### config.mk
export PLATFORM = sky130hd
export DESIGN_NAME = dec_scan_n
export DESIGN_NICKNAME = d
export VERILOG_FILES = /design/src/rtl/dec_scan_n.sv
export SDC_FILE = /design/constraint.sdc
export NUM_CORES = 1
export LEC_CHECK = 0
export BUFFER_PORTS_ARGS = -buffer_cell sky130_fd_sc_hd__buf_2
export CAP_MARGIN = 30
export CORE_MARGIN = 2
export CORE_UTILIZATION = 57
export DETAILED_ROUTE_END_ITERATION = 10
export PLACE_DENSITY = 0.85
export SLEW_MARGIN = 20
export SYNTH_ARGS = -nofsm -noshare
export SYNTH_HDL_FRONTEND = slang
export SYNTH_SLANG_ARGS = --single-unit
### constraint.sdc
create_clock -name clk -period 3.2 [get_ports clk]
set_input_delay 0.48 -clock clk [delete_from_list [all_inputs] [get_ports clk]]
set_output_delay 0.48 -clock clk [all_outputs]
set_load 0.02 [all_outputs]
### src/rtl/dec_scan_n.sv
// dec_scan_n - registered one-hot decoder with a built-in scan sequencer.
//
// Drives LED banks / 7-segment digit enables. In direct mode the binary
// select is decoded into a registered one-hot word. In the scan modes the
// active bit walks up, down or back and forth, advancing once every
// dwell+1 clock cycles, so no external counter is needed.
//
// Parameters:
//   SEL_W      index width; output width is 1 << SEL_W
//   DWELL_W    width of the dwell value and the internal prescaler
//   ACTIVE_LOW 1 = out is inverted (active bit 0, all others 1)
//
// Ports:
//   clk    in   system clock, rising edge
//   rst    in   asynchronous active-high reset
//   en     in   1 = run; 0 = hold state, blank out, no pulses
//   mode   in   00 direct, 01 scan up, 10 scan down, 11 bounce
//   sel    in   direct-mode index; start index for load
//   load   in   scan modes: force index to sel (wins over an advance)
//   dwell  in   step period minus one, in clock cycles
//   out    out  registered one-hot of idx (polarity per ACTIVE_LOW)
//   idx    out  registered current index
//   step   out  one-cycle pulse on each scan advance
//   wrap   out  one-cycle pulse on wrap (up/down) or turnaround (bounce)
module dec_scan_n #(
  parameter int SEL_W      = 3,
  parameter int DWELL_W    = 24,
  parameter int ACTIVE_LOW = 0
) (
  input  logic                     clk,
  input  logic                     rst,
  input  logic                     en,
  input  logic [1:0]               mode,
  input  logic [SEL_W-1:0]         sel,
  input  logic                     load,
  input  logic [DWELL_W-1:0]       dwell,
  output logic [(1 << SEL_W)-1:0]  out,
  output logic [SEL_W-1:0]         idx,
  output logic                     step,
  output logic                     wrap
);

  localparam int OUT_W = 1 << SEL_W;

  localparam logic [1:0] MODE_DIRECT = 2'b00;
  localparam logic [1:0] MODE_UP     = 2'b01;
  localparam logic [1:0] MODE_DOWN   = 2'b10;
  localparam logic [1:0] MODE_BOUNCE = 2'b11;

  localparam logic DIR_UP   = 1'b1;
  localparam logic DIR_DOWN = 1'b0;

  localparam logic [SEL_W-1:0]   IDX_MAX  = '1;
  localparam logic [SEL_W-1:0]   IDX_ZERO = '0;
  localparam logic [SEL_W-1:0]   IDX_ONE  = {{(SEL_W-1){1'b0}}, 1'b1};
  localparam logic [DWELL_W-1:0] CNT_ONE  = {{(DWELL_W-1){1'b0}}, 1'b1};
  localparam logic [OUT_W-1:0]   ONEHOT0  = {{(OUT_W-1){1'b0}}, 1'b1};
  localparam logic [OUT_W-1:0]   INACTIVE = (ACTIVE_LOW != 0) ? '1 : '0;

  logic [DWELL_W-1:0] cnt, cnt_n;
  logic               dir, dir_n;
  logic [1:0]         mode_q;
  // mode_q holds no meaningful history straight after reset; without this
  // flag the first enabled cycle would look like a mode change and delay
  // the first advance by one cycle.
  logic               mode_vld;
  logic               mode_chg;

  logic [SEL_W-1:0]   idx_n;
  logic               step_n, wrap_n;
  logic [OUT_W-1:0]   out_n;

  logic [SEL_W-1:0]   adv_idx;
  logic               adv_wrap;
  logic               adv_dir;
  logic               eff_up;

  assign mode_chg = mode_vld && (mode != mode_q);

  // Bounce direction: endpoints force the only legal direction, so a load
  // or mode change that left dir=up at the top still turns around cleanly.
  always_comb begin
    eff_up = dir;
    if (idx == IDX_ZERO)     eff_up = DIR_UP;
    else if (idx == IDX_MAX) eff_up = DIR_DOWN;
  end

  // Next index / pulse / direction if an advance happens this cycle.
  always_comb begin
    adv_idx  = idx;
    adv_wrap = 1'b0;
    adv_dir  = dir;
    case (mode)
      MODE_UP: begin
        adv_idx  = idx + IDX_ONE;
        adv_wrap = (idx == IDX_MAX);
      end
      MODE_DOWN: begin
        adv_idx  = idx - IDX_ONE;
        adv_wrap = (idx == IDX_ZERO);
      end
      MODE_BOUNCE: begin
        adv_idx  = eff_up ? (idx + IDX_ONE) : (idx - IDX_ONE);
        adv_wrap = (adv_idx == IDX_MAX) || (adv_idx == IDX_ZERO);
        if (adv_idx == IDX_MAX)       adv_dir = DIR_DOWN;
        else if (adv_idx == IDX_ZERO) adv_dir = DIR_UP;
        else                          adv_dir = eff_up;
      end
      default: ;
    endcase
  end

  always_comb begin
    idx_n  = idx;
    cnt_n  = cnt;
    dir_n  = dir;
    step_n = 1'b0;
    wrap_n = 1'b0;
    if (en) begin
      if (mode == MODE_DIRECT) begin
        idx_n = sel;
        cnt_n = '0;
        dir_n = DIR_UP;
      end else if (load) begin
        idx_n = sel;
        cnt_n = '0;
        dir_n = (mode == MODE_BOUNCE && sel == IDX_MAX) ? DIR_DOWN : DIR_UP;
      end else if (mode_chg) begin
        cnt_n = '0;
        dir_n = DIR_UP;
      end else if (cnt >= dwell) begin
        // >= so that shrinking dwell mid-count advances at once.
        cnt_n  = '0;
        idx_n  = adv_idx;
        dir_n  = adv_dir;
        step_n = 1'b1;
        wrap_n = adv_wrap;
      end else begin
        cnt_n = cnt + CNT_ONE;
      end
    end
  end

  // out is decoded from the next index so idx and out change together.
  assign out_n = en ? ((ONEHOT0 << idx_n) ^ INACTIVE) : INACTIVE;

  always_ff @(posedge clk or posedge rst) begin
    if (rst) begin
      idx      <= '0;
      cnt      <= '0;
      dir      <= DIR_UP;
      mode_q   <= MODE_DIRECT;
      mode_vld <= 1'b0;
      step     <= 1'b0;
      wrap     <= 1'b0;
      out      <= INACTIVE;
    end else begin
      idx  <= idx_n;
      cnt  <= cnt_n;
      dir  <= dir_n;
      step <= step_n;
      wrap <= wrap_n;
      out  <= out_n;
      if (en) begin
        mode_q   <= mode;
        mode_vld <= 1'b1;
      end
    end
  end

endmodule

# Word level (Yosys, flattened, before mapping)
# Index checks and enable logic that the tools add are counted.
[totals]
regBits = 41
in_bits = 33
output_inout_bits = 13
elab_cells = 62
[classes]
n_addsub = 3
n_lt_le_gt_ge = 1
n_eq_ne = 7
n_shift = 1
n_mux = 33
reduce_logical = 9
[op_table]
columns = ["op", "n"]
rows = [
  ["two-way mux 24 bit", 4],
  ["adder 24 x 1 -> 24 bit, second input constant", 1],
  [">= comparator 24 bit", 1],
  ["two-way mux 1 bit", 20],
  ["two-way mux 3 bit", 6],
  ["== test 3 bit, second input constant", 3],
  ["one-hot mux 3 bit (3 select lines)", 1],
  ["two-way mux 8 bit", 1],
  ["nonzero test 4 bit", 2],
  ["left shift 1 x 3 -> 8 bit, first input constant", 1],
  ["logical NOT 3 bit", 2],
  ["== test 2 bit, second input constant", 2],
  ["adder 3 x 1 -> 3 bit, second input constant", 1],
  ["one-hot mux 1 bit (3 select lines)", 1],
  ["AND reduction 3 bit", 1],
  ["subtractor 3 x 1 -> 3 bit, second input constant", 1],
  ["== test 2 x 1 -> 1 bit, second input constant", 1],
  ["logical AND 1 bit", 2],
  ["logical NOT 2 bit", 1],
  ["!= test 2 bit", 1],
  ["logical OR 1 bit", 1],
]

# Logic depth before layout (Yosys ltp)
# Gate-level depths: netlist (run 1).
[logic_depth]
ltp_word = 12
depth_mapped = 10
mapped_depth_nobuf = 10

# Worst setup path before layout (run 1)
# No wires, ideal clock.
[synth_path]
path_type = "input port to flip-flop"
startpoint = "in dwell[9]"
endpoint = "reg cnt[3]"
setup_time_ns = 0.092
t_arrival_ns = 2.501
required_ns = 3.108
setup_slack_ns = 0.607
path_stages = 9
n_path_buf = 0
path_cell_list = "inv_1 -> ha_1 -> a21o_1 -> a221o_1 -> a221oi_2 -> nand2_1 -> or3_4 -> or2_4 -> o31ai_2"
[synth_between]
elab_chain_cells = 5
[synth_lines]
columns = ["item", "line", "rtl"]
rows = [
  ["from (decl)", "36", "input logic [DWELL_W-1:0] dwell,"],
  [">= comparator 24 bit", "131", "end else if (cnt >= dwell) begin"],
  ["two-way mux 24 bit", "131", ""],
  ["two-way mux 24 bit", "128", "end else if (mode_chg) begin"],
  ["two-way mux 24 bit", "124", "end else if (load) begin"],
  ["two-way mux 24 bit", "120", "if (mode == MODE_DIRECT) begin"],
  ["to (signal assigned)", "159", "cnt <= cnt_n;"],
  ["to (decl)", "60", "logic [DWELL_W-1:0] cnt, cnt_n;"],
]
# No other way between the ends.
# A chain may end at the register's enable or synchronous reset.

# Final worst setup path (run 1)
[layout_path]
startpoint = "reg cnt[23]"
endpoint = "reg out[5]"
[layout_between]
elab_chain_cells = 8
[layout_lines]
columns = ["item", "line", "rtl"]
rows = [
  [">= comparator 24 bit", "131", ""],
  ["two-way mux 3 bit", "131", ""],
  ["two-way mux 3 bit", "128", ""],
  ["two-way mux 3 bit", "124", ""],
  ["two-way mux 3 bit", "120", ""],
  ["two-way mux 3 bit", "119", "if (en) begin"],
  ["net idx_n[1]", "69", "logic [SEL_W-1:0] idx_n;"],
  ["left shift 1 x 3 -> 8 bit", "145", "assign out_n = en ? ((ONEHOT0 << idx_n) ^ INACTIVE) : INACTIVE;"],
  ["two-way mux 8 bit", "145", ""],
  ["net out_n[5]", "71", "logic [OUT_W-1:0] out_n;"],
  ["to (signal assigned)", "163", "out <= out_n;"],
  ["to (decl)", "37", "output logic [(1 << SEL_W)-1:0] out,"],
]
# The timed path passes the listed nets, and every way through them passes these cells.

==> impl_metrics.toml, run 1 <==
[status]
status = "finished, final reports clean"

[clock_network]
htree_levels = 2
clockBufferDepth = 2
cts_root_buf = "clkbuf_8"
cts_tree = "done"
post_cts_buffers = 0
cts-resized-gates = 0
clock_sinks = 41
path_clk_slew_ps = 80
insertion_delay_ps = 290
cts_made_buffers = 5
hold_buffers = 0

[grt]
gr-usage-all-layers_pct = 23.27
grt_max_degree = 42
grt_remaining_overflow = 0
grt_pass1_wl_um = 10010
grt_antenna_before_repair = 0
grt_pass1_vias = 2278

[place]
gp_congestion = 0.8404
port_buffers = 45
dp.cells = 424
dp_hpwl_um = 4439

[power]
p_per_area_nw_per_um2 = 396.6
ir_worst_vdd_mv = 0.3022
power_mw = 1.299
p_leak_nw = 1.628

[flow_run]
max_cap_viol_count = 0

[floorplan]
die_x_um = 74.40
core_um2 = 4755
rows = 25
design.die.area_um2 = 5535
start_util_pct = 59.42
die_h_um = 74.40
io_pins = 46

[layout]
nets = 431
fin_util_pct = 68.87
syn_to_final_growth_pct = 15.90
layout-drive-gt1-share_pct = 20.82
final_cell_count_no_fill = 432
diodes = 0

[critical_path]
reg2reg_from = "cnt[23]$_DFFE_PP0P_"
cp-start-kind = "register"
reg2reg_depth = 9
critical_path.max_fanout = 5
r2r-end = "out[5]$_DFF_PP0_"
r2r_setup_slack_ps = 390
required_ps = 3390
critical_path_class = "register to register"
arrival_ps = 2990
endpoint_kind = "register"

[sta]
slew_headroom_pct = 66.75
hold_viol_final = 0
finalSetupTns_ps = 0
max_freq_ghz = 0.3561
min_period_ps = 2808
fin_skew_ps = 4.270
drv_slew = 0
period_share_pct = 87.75
rsz0062_at_grt = "false"
setup_viol = 0
worst_pin_slew_ps = 498.7
whs_ps = 293.9

[yosys]
netlist_area_um2 = 2825
ys_ff_latch = 41
synth_area_leaders = "dfrtp_1, ha_1, inv_1"
synthMuxAreaShare_pct = 1.550
synth_warnings = 0
synth-main-ff-cell = "dfrtp_1"
post-synth-top-count-cell = "dfrtp_1"
netlist_top_cells_count = "dfrtp_1, inv_1, ha_1"
synthArstFlopShare_pct = 100.0
synth_nets = 381
yosys.area_share.simple_pct = 20.68
synthXorXnorAreaFrac_pct = 5.270
synth_top_cell_by_area = "dfrtp_1"
syn_avg_cell_area_um2 = 8.997
yosys.cell_types.count = 52
synth_cells = 314
synth_top_family_by_area = "simple AND/OR/NAND/NOR gates"
synth_top_cell_area_share_pct = 35.43
synth_edf_count = 0
synth_compound_area_share_pct = 15.06
synth_adder_area_share_pct = 15.06
ys_seq_area_share_pct = 36.36

[worst_hold_path]
hp-class = "primary input to asynchronous set/reset pin"

[routing]
ant_nets = 0
drc = 0
wirelength_um = 5759
avgRoutedWirePerCell_um = 13.33
vias = 2413
initialDrtViolationCount = 179
avgViaCountPerCell = 5.586
drt_pass1_iterations = 5
-- worst max-delay path: stages, from the launching register on --
cell,delay (ps)
dfrtp_1,410
ha_1,330
nand4_2,180
nor4_4,350
nand4_1,220
o21ai_1,220
o21ai_0,130
a221oi_2,440
inv_2,110
nor4_1,310
-- placed cells by master, fill, tap and decap left out, types with 3 or more instances in the layout --
cell type / instances
a21oi_1: 25
and4_1: 3
buf_2: 45
buf_4: 3
clkbuf_8: 5
dfrtp_1: 40
ha_1: 34
inv_1: 39
mux2_2: 3
nand2_1: 20
nand3_1: 8
nand4_1: 7
nor2_1: 30
nor2b_1: 3
nor3_1: 6
nor4_1: 5
o21ai_0: 16
or2_2: 3
or3_1: 7
xnor2_1: 13
xor2_1: 4
-- state kept, by name (all words and copies together), names as in the netlist --
name and cells:
step 1, mode_vld 1, cnt 24, idx 3, dir 1, wrap 1, out 8, mode_q 2
-- how the worst max path moves through the flow --
stage | from | end | slack (ps) | cells past startpoint
6_report | cnt[23]$_DFFE_PP0P_ | out[5]$_DFF_PP0_ | 390 | 9
5_1_grt | cnt[23]$_DFFE_PP0P_ | out[4]$_DFF_PP0_ | 180 | 9
4_1_cts | cnt[23]$_DFFE_PP0P_ | out[4]$_DFF_PP0_ | 360 | 9
3_5_place_dp | dwell[9] | out[4]$_DFF_PP0_ | 210 | 11
3_3_place_gp | dwell[19] | out[4]$_DFF_PP0_ | 350 | 11
2_1_floorplan | dwell[9] | cnt[3]$_DFFE_PP0P_ | 610 | 9
-- cells by family (layout without fill, tap and decap cells) --
kind of cell             count (synthesis)  count (layout)
AO/OA/AOI/OAI                           65              65
AND/OR/NAND/NOR                        108             108
multiplexers                             4               4
flip-flops                              41              41
adder cells (fa/ha/maj)                 34              34
XOR/XNOR                                17              17
buffers and inverters                   45              96
-- per-layer routing --
metal | global-route usage [%] | up-vias | wire length [um]
met3 | 3.930 | 7 | 273
met4 | 5.952 | 0 | 71
met5 | 0 | - | 0
li1 | - | 1203 | -
met1 | 30.42 | 1140 | 2555
met2 | 40.22 | 63 | 2859
-- metrics by stage --
stage,setup WS [ps],cell area [um^2]
5_1_grt,182.7,3274
6_report,392.0,3274
4_1_cts,358.2,3274
3_3_place_gp,345.8,3137
2_1_floorplan,607.0,2825
3_5_place_dp,214.0,3137
-- layout make-up --
| cell class | count | area (um^2) |
|---|---|---|
| inverters | 40 | 150.1 |
| fillers | 397 | 1480 |
| well taps | 67 | 83.83 |
| clock inverters | 3 | 68.82 |
| clock buffers | 5 | 68.82 |
| repair buffers | 48 | 247.7 |
| multi-input cells | 228 | 1628 |
| flip-flops and latches | 41 | 1027 |
-- report_power, final --
part | switching [mW] | leakage (nW) | total (mW) | internal (mW)
clock | 0.185 | 0.0687 | 0.499 | 0.314
sequential | 0.0169 | 0.550 | 0.552 | 0.535
combinational | 0.151 | 1.01 | 0.247 | 0.0960
total | 0.353 | 1.63 | 1.30 | 0.945
No activity file was read; power rests on OpenSTA's default activity.
==> inputs of run 2 (changes only) <==
Settings changed: SETUP_SLACK_MARGIN from default to 0.5.
==> run 2 against run 1 <==
  * Design area grew 6.3%
  * Flip-flop and latch count is the same
  * Total power grew 2.6%
  * Via count grew 4.1%
  * Clock power grew 0.8%
  * First-iteration DRC count grew 7.8%
  * Non-clock buffer count grew 11
  * Register-to-register slack gained 90 ps
  * Clock-buffer cell count is the same
  * Worst hold slack gained 9.9 ps
  * Critical path type unchanged
==> impl_metrics.toml, run 2 (synthesized netlist as in run 1, its figures left out) <==
[sta]
fin_skew_ps = 5.239
rsz0062_at_grt = "true"
hold_viol_final = 0
slew_headroom_pct = 66.75
fin_ws_ps = 477.4
max_freq_ghz = 0.3673
setup_viol = 0
worst_pin_slew_ps = 491.8
period_share_pct = 85.08
min_period_ps = 2723
finalSetupTns_ps = 0
drv_slew = 0

[grt]
grt_antenna_before_repair = 0
grt_pass1_wl_um = 10090
grt_pass1_vias = 2306
grt_remaining_overflow = 0
grt_max_degree = 42
gr-usage-all-layers_pct = 23.50

[floorplan]
io_pins = 46
die_h_um = 74.40
die_x_um = 74.40
start_util_pct = 59.42
rows = 25
core_um2 = 4755
design.die.area_um2 = 5535

[clock_network]
cts_made_buffers = 5
htree_levels = 2
clockBufferDepth = 2
hold_buffers = 0
insertion_delay_ps = 300
cts_root_buf = "clkbuf_8"
cts_tree = "done"
path_clk_slew_ps = 80
clock_sinks = 41

[routing]
avgViaCountPerCell = 5.673
ant_nets = 0
avgRoutedWirePerCell_um = 14.67
drt_pass1_iterations = 4
initialDrtViolationCount = 193
drc = 0
wirelength_um = 6499
vias = 2513

[flow_run]
max_cap_viol_count = 0

[critical_path]
crit_chain = "ha_1 -> nand4_1 -> nor4_4 -> nand4_1 -> o21ai_2 -> o21ai_0 -> a221oi_2 -> inv_2 -> nor4_2"
arrival_ps = 2920
crit_slowest_cell = "dfrtp_1"
path_buf_inv = 1
crit_family = "simple AND/OR/NAND/NOR gates"
critical_path_class = "register to register"
endpoint_kind = "register"
max_stage_delay_ps = 430
critical_path.max_fanout = 5
cpMostUsedCell = "nand4_1"
cp-start-kind = "register"
required_ps = 3400

[place]
gp_congestion = 0.8404
port_buffers = 45
dp_slack_ps = 214.0
post_dp_cell_area_um2 = 3137
dp_hpwl_um = 4439

[power]
p_leak_nw = 1.689
p_per_area_nw_per_um2 = 382.7
power_mw = 1.333
ir_worst_vdd_mv = 0.3028

[layout]
syn_to_final_growth_pct = 23.25
layout_commonest_cell = "buf_2"
layout-drive-gt1-share_pct = 26.86
fin_util_pct = 73.24
fill_cells = 345
design_area_um2 = 3482
top_register = "cnt"
diodes = 0
nets = 442
largest_register_ffs = 24
final_cell_mix = "buf_2, dfrtp_1, inv_1"
reg_top3 = "cnt: 24 flops, out: 8 flops, idx: 3 flops"

[worst_hold_path]
hp-class = "primary input to asynchronous set/reset pin"

[status]
status = "finished, final reports clean"
==> run 2: cell count changes in the layout (fill, tap and decap cells not counted), sizes merged <==
cell  delta
buf     +11
==> run 2: through the flow <==
step | std cells | hold WS (ps)
final | 443 | 303.8
after global routing | 443 | 360.1
after CTS | 433 | 315.7
after detailed placement | 424 | 452.3
after global placement | 424 | 449.8
after floorplan | 314 | 429.6
==> run 2: metal layers <==
layer	up-vias	global-route usage [%]	wire length, um
li1	1218	-	-
met1	1195	30.42	2758
met2	83	41.00	3249
met3	17	3.930	333
met4	0	5.952	157
met5	-	0	0
==> run 2: layout make-up <==
cell class | count | area (um^2) | area share, %
clock buffer | 5 | 68.82 | 1.976
timing repair buffer | 59 | 330.3 | 9.486
clock inverter | 3 | 68.82 | 1.976
sequential | 41 | 1027 | 29.50
inverter | 40 | 150.1 | 4.312
multi-input combinational | 228 | 1753 | 50.34
tap | 67 | 83.83 | 2.407
==> run 2: worst register-to-register path: stages (launching register included) <==
cell and delay (ps):
dfrtp_1 430, ha_1 310, nand4_1 170, nor4_4 310, nand4_1 270, o21ai_2 210
o21ai_0 120, a221oi_2 370, inv_2 130, nor4_2 290
==> run 2: worst paths after layout <==
kind	start	to	slack (ps)	cells past startpoint
min in group clk	mode_vld$_DFFE_PP0P_	mode_vld$_DFFE_PP0P_	470	1
max in group asynchronous	rst	dir$_DFFE_PP1P_	2520	3
hold / removal	rst	cnt[16]$_DFFE_PP0P_	300	3
setup / recovery	cnt[16]$_DFFE_PP0P_	out[5]$_DFF_PP0_	480	9
hold reg to reg	mode_vld$_DFFE_PP0P_	mode_vld$_DFFE_PP0P_	470	1
setup reg to reg	cnt[16]$_DFFE_PP0P_	out[5]$_DFF_PP0_	480	9
==> run 2: timing repair <==
item | 4_1_cts | 5_1_grt
setup buffers | 1 | 10
pin swaps | 2 | 16
gates resized for setup | 4 | 17
setup endpoints to repair | 4 | 26
endpoints found under the hold margin | 0 | 0
==> run 2: power by group <==
part	internal (mW)	leakage, nW	switching (mW)	total (mW)
sequential	0.535	0.550	0.0177	0.553
clock	0.314	0.0687	0.189	0.503
combinational	0.108	1.07	0.168	0.277
==> inputs of run 3 (changes only) <==
Settings changed: CORE_UTILIZATION 57 to 60, PLACE_DENSITY 0.85 to 0.89.
Clock period 3.2 ns to 3.45 ns, I/O delays scaled along.
==> run 3 against run 2 <==
  * Register-to-register slack improved by 180 ps
  * Critical path type unchanged
  * Largest cell class unchanged
  * Global-route usage decreased by 0.23 points
  * Non-clock buffer count decreased by 10
  * Cell count decreased by 5.6%
  * Via count decreased by 3.9%
  * Total power decreased by 14%
  * Sequential share of layout area increased by 2.1 points
==> impl_metrics.toml, run 3 (synthesized netlist as in run 1, its figures left out) <==
[clock_network]
cts_root_buf = "clkbuf_8"
cts_tree = "done"
clockBufferDepth = 2
cts_made_buffers = 5
htree_levels = 2
insertion_delay_ps = 290
clock_sinks = 41
path_clk_slew_ps = 80
hold_buffers = 0

[power]
power_mw = 1.145
ir_worst_vdd_mv = 0.2422
p_per_area_nw_per_um2 = 352.4
p_leak_nw = 1.623

[layout]
fill_cells = 325
layout_commonest_cell = "buf_2"
nets = 432
diodes = 0
fin_util_pct = 73.09
largest_register_ffs = 24
final_cell_mix = "buf_2, dfrtp_1, inv_1"
top_register = "cnt"
reg_top3 = "cnt: 24 flops, out: 8 flops, idx: 3 flops"
layout-drive-gt1-share_pct = 21.04
final_cell_count_no_fill = 418
syn_to_final_growth_pct = 14.97

[floorplan]
start_util_pct = 63.57
io_pins = 46
die_x_um = 72.62
design.die.area_um2 = 5274
die_h_um = 72.62
core_um2 = 4444
rows = 24

[grt]
grt_pass1_wl_um = 9735
grt_antenna_before_repair = 0
grt_pass1_vias = 2243
gr-usage-all-layers_pct = 23.27
grt_max_degree = 42
grt_remaining_overflow = 0

[place]
gp_congestion = 0.8640
dp_hpwl_um = 4398
dp.cells = 408
port_buffers = 45

[routing]
drt_pass1_iterations = 5
met1_length_um = 2601
initialDrtViolationCount = 165
wirelength_um = 5876
wl_met2_um = 2869
avgRoutedWirePerCell_um = 14.06
ant_nets = 0
vias = 2416
wl_met3_um = 324
avgViaCountPerCell = 5.780
top_layer = "met4"
drc = 0

[sta]
hold_viol_final = 0
min_period_ps = 2797
period_share_pct = 81.08
whs_ps = 333.1
setup_viol = 0
slew_headroom_pct = 66.67
fin_skew_ps = 4.801
finalSetupTns_ps = 0
max_freq_ghz = 0.3575
worst_pin_slew_ps = 500.0
drv_slew = 0
rsz0062_at_grt = "false"

[worst_hold_path]
hp-class = "primary input to asynchronous set/reset pin"

[critical_path]
arrival_ps = 2990
required_ps = 3640
critical_path_class = "register to register"
critical_path.max_fanout = 5
endpoint_kind = "register"
cp-start-kind = "register"

[flow_run]
max_cap_viol_count = 0

[status]
status = "finished, final reports clean"
## run 3: stage by stage
| step | setup slack [ps] | instance area, um^2 |
|---|---|---|
| finish | 652.9 | 3248 |
| global route | 481.4 | 3248 |
| CTS | 658.3 | 3227 |
| detailed placement | 498.7 | 3110 |
| global placement | 588.9 | 3110 |
| floorplan | 819.5 | 2825 |
## run 3: path summary, 6_finish.rpt
kind / from / endpoint / slack, ps / depth (start not counted)
max: cnt[17]$_DFFE_PP0P_ / out[4]$_DFF_PP0_ / 650 / 9
min: rst / out[3]$_DFF_PP0_ / 330 / 3
max reg2reg: cnt[17]$_DFFE_PP0P_ / out[4]$_DFF_PP0_ / 650 / 9
min reg2reg: mode_vld$_DFFE_PP0P_ / mode_vld$_DFFE_PP0P_ / 470 / 1
max in group asynchronous: rst / dir$_DFFE_PP1P_ / 2750 / 3
min in group clk: mode_vld$_DFFE_PP0P_ / mode_vld$_DFFE_PP0P_ / 470 / 1
## run 3: timing repair
| item | in CTS | in global routing |
|---|---|---|
| gates resized for setup | 0 | 1 |
| setup buffers | 0 | 2 |
| endpoints found under the setup margin | 0 | 2 |
## run 3: final cells by class
| class | instances | area, um^2 | share of cell area (%) |
|---|---|---|---|
| Inverter | 40 | 150.1 | 4.622 |
| Clock inverter | 1 | 30.03 | 0.9245 |
| Timing Repair Buffer | 49 | 255.2 | 7.858 |
| Multi-Input combinational cell | 228 | 1634 | 50.31 |
| Tap cell | 52 | 65.06 | 2.003 |
| Sequential cell | 41 | 1027 | 31.63 |
| Clock buffer | 7 | 86.33 | 2.658 |
## run 3: critical path, cell delays in order, from the launching register on
cell and delay (ps):
dfrtp_1 430, ha_1 330, nand4_1 180, nor4_4 330, nand4_1 220, o21ai_1 220, o21ai_0 130, a221oi_2 430
inv_2 120, nor4_2 300
## run 3: where the power goes
group          internal [mW]  switching [mW]
Combinational         0.0931           0.142
Sequential             0.497          0.0157
Clock                  0.236           0.161
Total                  0.826           0.319
## run 3: layer usage
layer | global-route usage [%] | vias to the layer above
met5 | 0 | -
met4 | 5.967 | 0
met3 | 4.282 | 11
met2 | 40.71 | 74
met1 | 29.74 | 1134
li1 | - | 1197
